File: src/rtl/multi_clk_div.sv
// Multi-channel programmable 50%-duty clock divider with glitch-free half-period reload.
// Optional TICK_OUT_EN adds a registered one-cycle tick per channel on every clk_out toggle.
module multi_clk_div #(
   parameter int               N_CH        = 2,
   parameter int               CNT_W       = 26,
   parameter logic [CNT_W-1:0] DIV_DEFAULT = CNT_W'(2500000)
) (
   input  logic             clkin,
   input  logic             rst,
   input  logic [N_CH-1:0]  en,
   input  logic             load,
   input  logic [2:0]       load_ch,
   input  logic [CNT_W-1:0] load_val,
   output logic [N_CH-1:0]  clk_out
`ifdef TICK_OUT_EN
   ,
   output logic [N_CH-1:0]  tick
`endif
);

   // Out-of-range load_ch never matches any channel, so such loads are dropped.
   logic [N_CH-1:0] load_sel;

   always_comb begin
      load_sel = '0;
      for (int c = 0; c < N_CH; c++) begin
         load_sel[c] = load && (load_ch == 3'(c));
      end
   end

   for (genvar c = 0; c < N_CH; c++) begin : g_ch
      logic [CNT_W-1:0] count;
      logic [CNT_W-1:0] active_h;
      logic [CNT_W-1:0] shadow_h;
      logic             clk_r;
      logic             term;

      assign term = (count == active_h);

      // active_h only changes at a toggle so the running half-period always finishes with its own H.
      always_ff @(posedge clkin) begin
         if (rst) begin
            count    <= '0;
            clk_r    <= 1'b0;
            active_h <= DIV_DEFAULT;
            shadow_h <= DIV_DEFAULT;
         end else begin
            if (en[c]) begin
               if (term) begin
                  clk_r    <= ~clk_r;
                  count    <= '0;
                  active_h <= load_sel[c] ? load_val : shadow_h;
               end else begin
                  count <= count + CNT_W'(1);
               end
            end
            if (load_sel[c]) begin
               shadow_h <= load_val;
            end
         end
      end

      assign clk_out[c] = clk_r;

`ifdef TICK_OUT_EN
      logic tick_r;

      always_ff @(posedge clkin) begin
         if (rst) begin
            tick_r <= 1'b0;
         end else begin
            tick_r <= en[c] && term;
         end
      end

      assign tick[c] = tick_r;
`endif
   end

endmodule

File: config.mk
export PLATFORM = sky130hd
export DESIGN_NAME = multi_clk_div
export DESIGN_NICKNAME = d
export VERILOG_FILES = /design/src/rtl/multi_clk_div.sv
export SDC_FILE = /design/constraint.sdc
export NUM_CORES = 1
export LEC_CHECK = 0
export BUFFER_PORTS_ARGS = -buffer_cell sky130_fd_sc_hd__buf_2
export CAP_MARGIN = 20
export CORE_ASPECT_RATIO = 0.7
export CORE_UTILIZATION = 36
export CTS_BUF_LIST = sky130_fd_sc_hd__clkbuf_16
export DETAILED_ROUTE_END_ITERATION = 7
export GPL_TIMING_DRIVEN = 0
export PLACE_DENSITY = 0.48
export RECOVER_POWER = 50
export SYNTH_ARGS = -nofsm -noshare
export SYNTH_HDL_FRONTEND = slang
export SYNTH_SLANG_ARGS = --single-unit
export TNS_END_PERCENT = 5
File: constraint.sdc
create_clock -name clkin -period 2.79 [get_ports clkin]
set_input_delay 0.558 -clock clkin [delete_from_list [all_inputs] [get_ports clkin]]
set_output_delay 0.558 -clock clkin [all_outputs]
set_load 0.02 [all_outputs]
[Word-level counts from Yosys, hierarchy flattened]
Index checks and enable logic that the tools add are counted.
Word-level totals
  register bits after elaboration: 158
  output and inout port bits: 2
  input port bits: 34
  word-level logic and storage cells: 24
Operators by class
  equality and inequality tests: 3
  multiplexer cells: 4
  bitwise logic cells: 2
  reductions and logical operators: 5
  $add $sub $neg: 2
Operators with widths (number)
  $mux W26: 4
  $add A26 B1 Y26 const B: 2
  $eq A26 B26 Y1: 2
  $reduce_and A2 Y1: 2
  $eq A3 B1 Y1 const B: 1
  $logic_not A3 Y1: 1
  $logic_and A1 B1 Y1: 2
  $not A1 Y1: 2

[Depth between registers and ports, before layout]
  word-level depth: 3
  gate-level depth with buffers: 7
  gate-level depth less buffers: 6

[Worst setup path after synthesis]
Ideal clock, no wire load.
  path kind: in2reg
  start point: in en[1]
  end point: reg g_ch[1].active_h[10]
  stages: 6
  data required time: 2669 ps
  arrival time: 2366 ps
  library setup time: 121 ps
  setup slack: 303 ps
  path buffers: 2
  cell sequence: buf_2 > nand4_1 > or4_1 > nor4_4 > buf_6 > mux2_2
Between the ends
  longest elaborated chain between the ends: 1
Ends and longest elaborated chain
  start, declared: RTL line 10  | input logic [N_CH-1:0] en,
  $reduce_and A2 Y1 (no source line)
  end signal, assigned: RTL line 52  | active_h <= load_sel[c] ? load_val : shadow_h;
  end, declared: RTL line 33  | logic [CNT_W-1:0] active_h;
Every way passes these cells.
A chain may end at the register's enable or synchronous reset.

[Final worst setup path]
  start point: reg g_ch[1].count[21]
  end point: reg g_ch[1].active_h[18]
Between the ends
  longest elaborated chain between the ends: 2
Ends and longest elaborated chain
  start, declared: RTL line 32  | logic [CNT_W-1:0] count;
  start signal, assigned: RTL line 54  | count <= count + CNT_W'(1);
  $eq A26 B26 Y1: RTL line 38  | assign term = (count == active_h);
  $reduce_and A2 Y1 (no source line)
Every way passes these cells.

==> impl_metrics.tcl <==
set metrics [dict create \
    ys_async_sr_fraction_pct 0 \
    max_slew_margin_pct 38.00 \
    ys_seq_elements 158 \
    path_cells "xnor2_1, nand4_1, or4_1, nor4_4, buf_6, mux2_2" \
    drt_pre_antenna_iters 5 \
    clockBufferDepth 2 \
    fin_worst_skew_ps 16.43 \
    postCtsSetupBuffers 0 \
    critPathSlowestCell "or4_1" \
    cp.required_ps 3100 \
    placedCellCount 1022 \
    period_needed_ps 2609 \
    grt-ovfl-total 0 \
    cts_inserted_buffers 17 \
    ys_warn_count 0 \
    critical_path_class "reg -> reg" \
    cts_resized 0 \
    yosysSeqAreaShare_pct 45.59 \
    synthFlopType "dfxtp_1" \
    portBuffers 32 \
    grt_pass1_vias 5183 \
    final_cells 1056 \
    finalMaxSlewViolations 0 \
    vias_per_cell 5.037 \
    critPathLaunchType "register" \
    yosysTopAreaCell "dfxtp_1" \
    core_um2 18870 \
    syn-num-nets 785 \
    antenna_found_initial 0 \
    yosys-top-cells-area "dfxtp_1 (46%), xnor2_1 (8.6%), mux2_2 (8.3%), nand2_1 (6.8%), nor3_1 (4.5%)" \
    io_pins 36 \
    crit_family "simple AND/OR/NAND/NOR gates" \
    synthDistinctLibCells 29 \
    critical_path_buf_inv_count 1 \
    wire_per_inst_um 17.19 \
    ctsHoldBuffers 0 \
    areaGrowthSynthToFinish_pct 15.00 \
    fmaxAchievable_ghz 0.3833 \
    dr_total_vias 5319 \
    start_util_pct 36.78 \
    clock_latency_ps 430 \
    worstPathMaxFanout 10 \
    wl_um 18150 \
    grt_usage_pct 19.34 \
    std_cell_rows 42 \
    rsz0062_at_grt "no" \
    place.gp.congestion 0.8694 \
    finalNetCount 839 \
    hp-class "in -> reg" \
    synth_top_area_share_pct 45.59 \
    maxCapViolCount 0 \
    p_per_area_nw_per_um2 589.3 \
    utilization_pct 42.29 \
    cts_tree "built" \
    final_hold_viol_count 0 \
    power_mw 4.702 \
    die_x_um 167.9 \
    leakagePower_nw 2.760 \
    drc 0 \
    synth_edf_count 0 \
    die_h_um 118.1 \
    antenna_left 0 \
    grt_pass1_wl_um 28640 \
    drt_iter0_drc 366 \
    grt_max_degree 17 \
    die_area_um2 19840 \
    ir_drop_uv 366.7 \
    cp.arrival_ps 2920 \
    clockRootBuffer "clkbuf_16" \
    status "finished, final reports clean" \
    cts.clk_slew.worst_paths_ps 60 \
    max_slew.worst_pin.slew_ps 921.5 \
    cp-end-kind "register" \
    fin_crit_sh_pct 93.51 \
    crit_path_max_incr_delay_ps 580 \
    finalSetupViolCount 0 \
    hpwl_um 13900 \
    diodes 0 \
    drive_gt1_share_pct 17.94 \
    synth_cells 747 \
    htreeDepth 4 \
    avgSynthCellArea_um2 9.288 \
    synth_area_um2 6938 \
    numClockSinks 158 \
]
## area by class of cell
type                    instances  area [µm²]
repair buffers                 35       181.4
well taps                     242       302.8
fillers                      1853       10890
clock buffers                  17       425.4
inverters                       4       15.01
multi-input cells             541        3535
plain buffers                  44       216.5
clock inverters                15       140.1
flip-flops and latches        158        3163
## flip-flops by register name, indices dropped and copies added, names as in the netlist
signal,cells
g_ch.count,52
g_ch.active_h,52
g_ch.shadow_h,52
g_ch.clk_r,2
## report_power, final
part	leakage, nW	internal [mW]	total (mW)	switching [mW]
combinational	1.22	0.0566	0.168	0.111
sequential	1.28	2.28	2.30	0.0161
clock	0.260	1.24	2.24	1.00
total	2.76	3.57	4.70	1.13
## tightest hold or removal path: cells and delay by family
family | cells | cell delay [ps]
buffers and inverters | 1 | 90
AND/OR/NAND/NOR | 2 | 130
## routing by layer
metal	part of all wire (%)	routed length, µm	track usage, %	vias to the layer above
met4	0.91	165	5.734	0
met1	54	9808	30.03	2564
met5	0	0	0	-
met2	39	7100	25.94	111
met3	5.9	1079	4.354	11
li1	-	-	-	2633
## cell usage in the layout, fill, tap and decap left out
cell type | synthesis | layout
a21oi_1 | 36 | 36
and3_1 | 6 | 6
and4_1 | 6 | 6
buf_2 | 6 | 33
buf_4 | 2 | 4
buf_6 | 6 | 5
bufinv_16 | 0 | 1
clkbuf_1 | 30 | 35
clkbuf_16 | 0 | 17
clkbuf_2 | 0 | 1
clkdlybuf4s25_1 | 0 | 1
clkinv_4 | 0 | 4
clkinvlp_4 | 0 | 6
dfxtp_1 | 158 | 158
ha_1 | 4 | 4
inv_1 | 4 | 5
inv_6 | 0 | 3
mux2_1 | 3 | 3
mux2_2 | 51 | 51
mux2i_1 | 2 | 2
nand2_1 | 126 | 126
nand3_1 | 18 | 18
nand3b_1 | 18 | 18
nand4_1 | 31 | 31
nor2_1 | 12 | 12
nor2b_1 | 38 | 38
nor3_1 | 62 | 62
nor4_1 | 3 | 3
nor4_2 | 1 | 1
nor4_4 | 2 | 2
nor4b_1 | 1 | 1
or2_2 | 17 | 17
or4_1 | 1 | 1
or4_4 | 1 | 1
xnor2_1 | 68 | 68
xor2_1 | 34 | 34
## through the flow
step / worst slack (ps) / cell area [µm²] / TNS (ps) / hold slack (ps)
floorplan: 303.3 / 6938 / 0 / 432.6
CTS: 14.08 / 7976 / 0 / 381.2
detailed placement: -98.35 / 7411 / -1849 / 451.4
finish: 181.2 / 7979 / 0 / 395.2
global route: 69.96 / 7979 / 0 / 390.8
global placement: -127.9 / 7401 / -1988 / 445.8
## cells by family (layout without fill, tap and decap cells)
logic type	Yosys count	count (layout)	share of synthesized area, %
multiplexers	56	56	9.053
buffers and inverters	48	115	3.462
AND/OR/NAND/NOR	343	343	25.70
AO/OA/AOI/OAI	36	36	2.597
flip-flops	158	158	45.59
XOR/XNOR	102	102	12.88
adder cells (fa/ha/maj)	4	4	0.7214
## synth_stat cells, types with 3 or more instances
| master | count |
|---|---|
| and4_1 | 6 |
| nand4_1 | 31 |
| nor2b_1 | 38 |
| a21oi_1 | 36 |
| xor2_1 | 34 |
| nand3b_1 | 18 |
| mux2_1 | 3 |
| and3_1 | 6 |
| or2_2 | 17 |
| inv_1 | 4 |
| buf_2 | 6 |
| nor3_1 | 62 |
| clkbuf_1 | 30 |
| nor2_1 | 12 |
| nor4_1 | 3 |
| nand3_1 | 18 |
| ha_1 | 4 |
| nand2_1 | 126 |
| buf_6 | 6 |
| mux2_2 | 51 |
| dfxtp_1 | 158 |
| xnor2_1 | 68 |
## path summary, 6_finish.rpt
| kind | startpoint | endpoint | slack [ps] | cells after the start |
|---|---|---|---|---|
| min reg2reg | g_ch[1].shadow_h[2] | g_ch[1].shadow_h[2] | 460 | 2 |
| max reg2reg | g_ch[1].count[21] | g_ch[1].active_h[18] | 180 | 6 |
| min | load_val[8] | g_ch[0].shadow_h[8] | 400 | 3 |
| max | g_ch[1].count[21] | g_ch[1].active_h[18] | 180 | 6 |
Note: power is estimated with default switching activity, not from simulation.
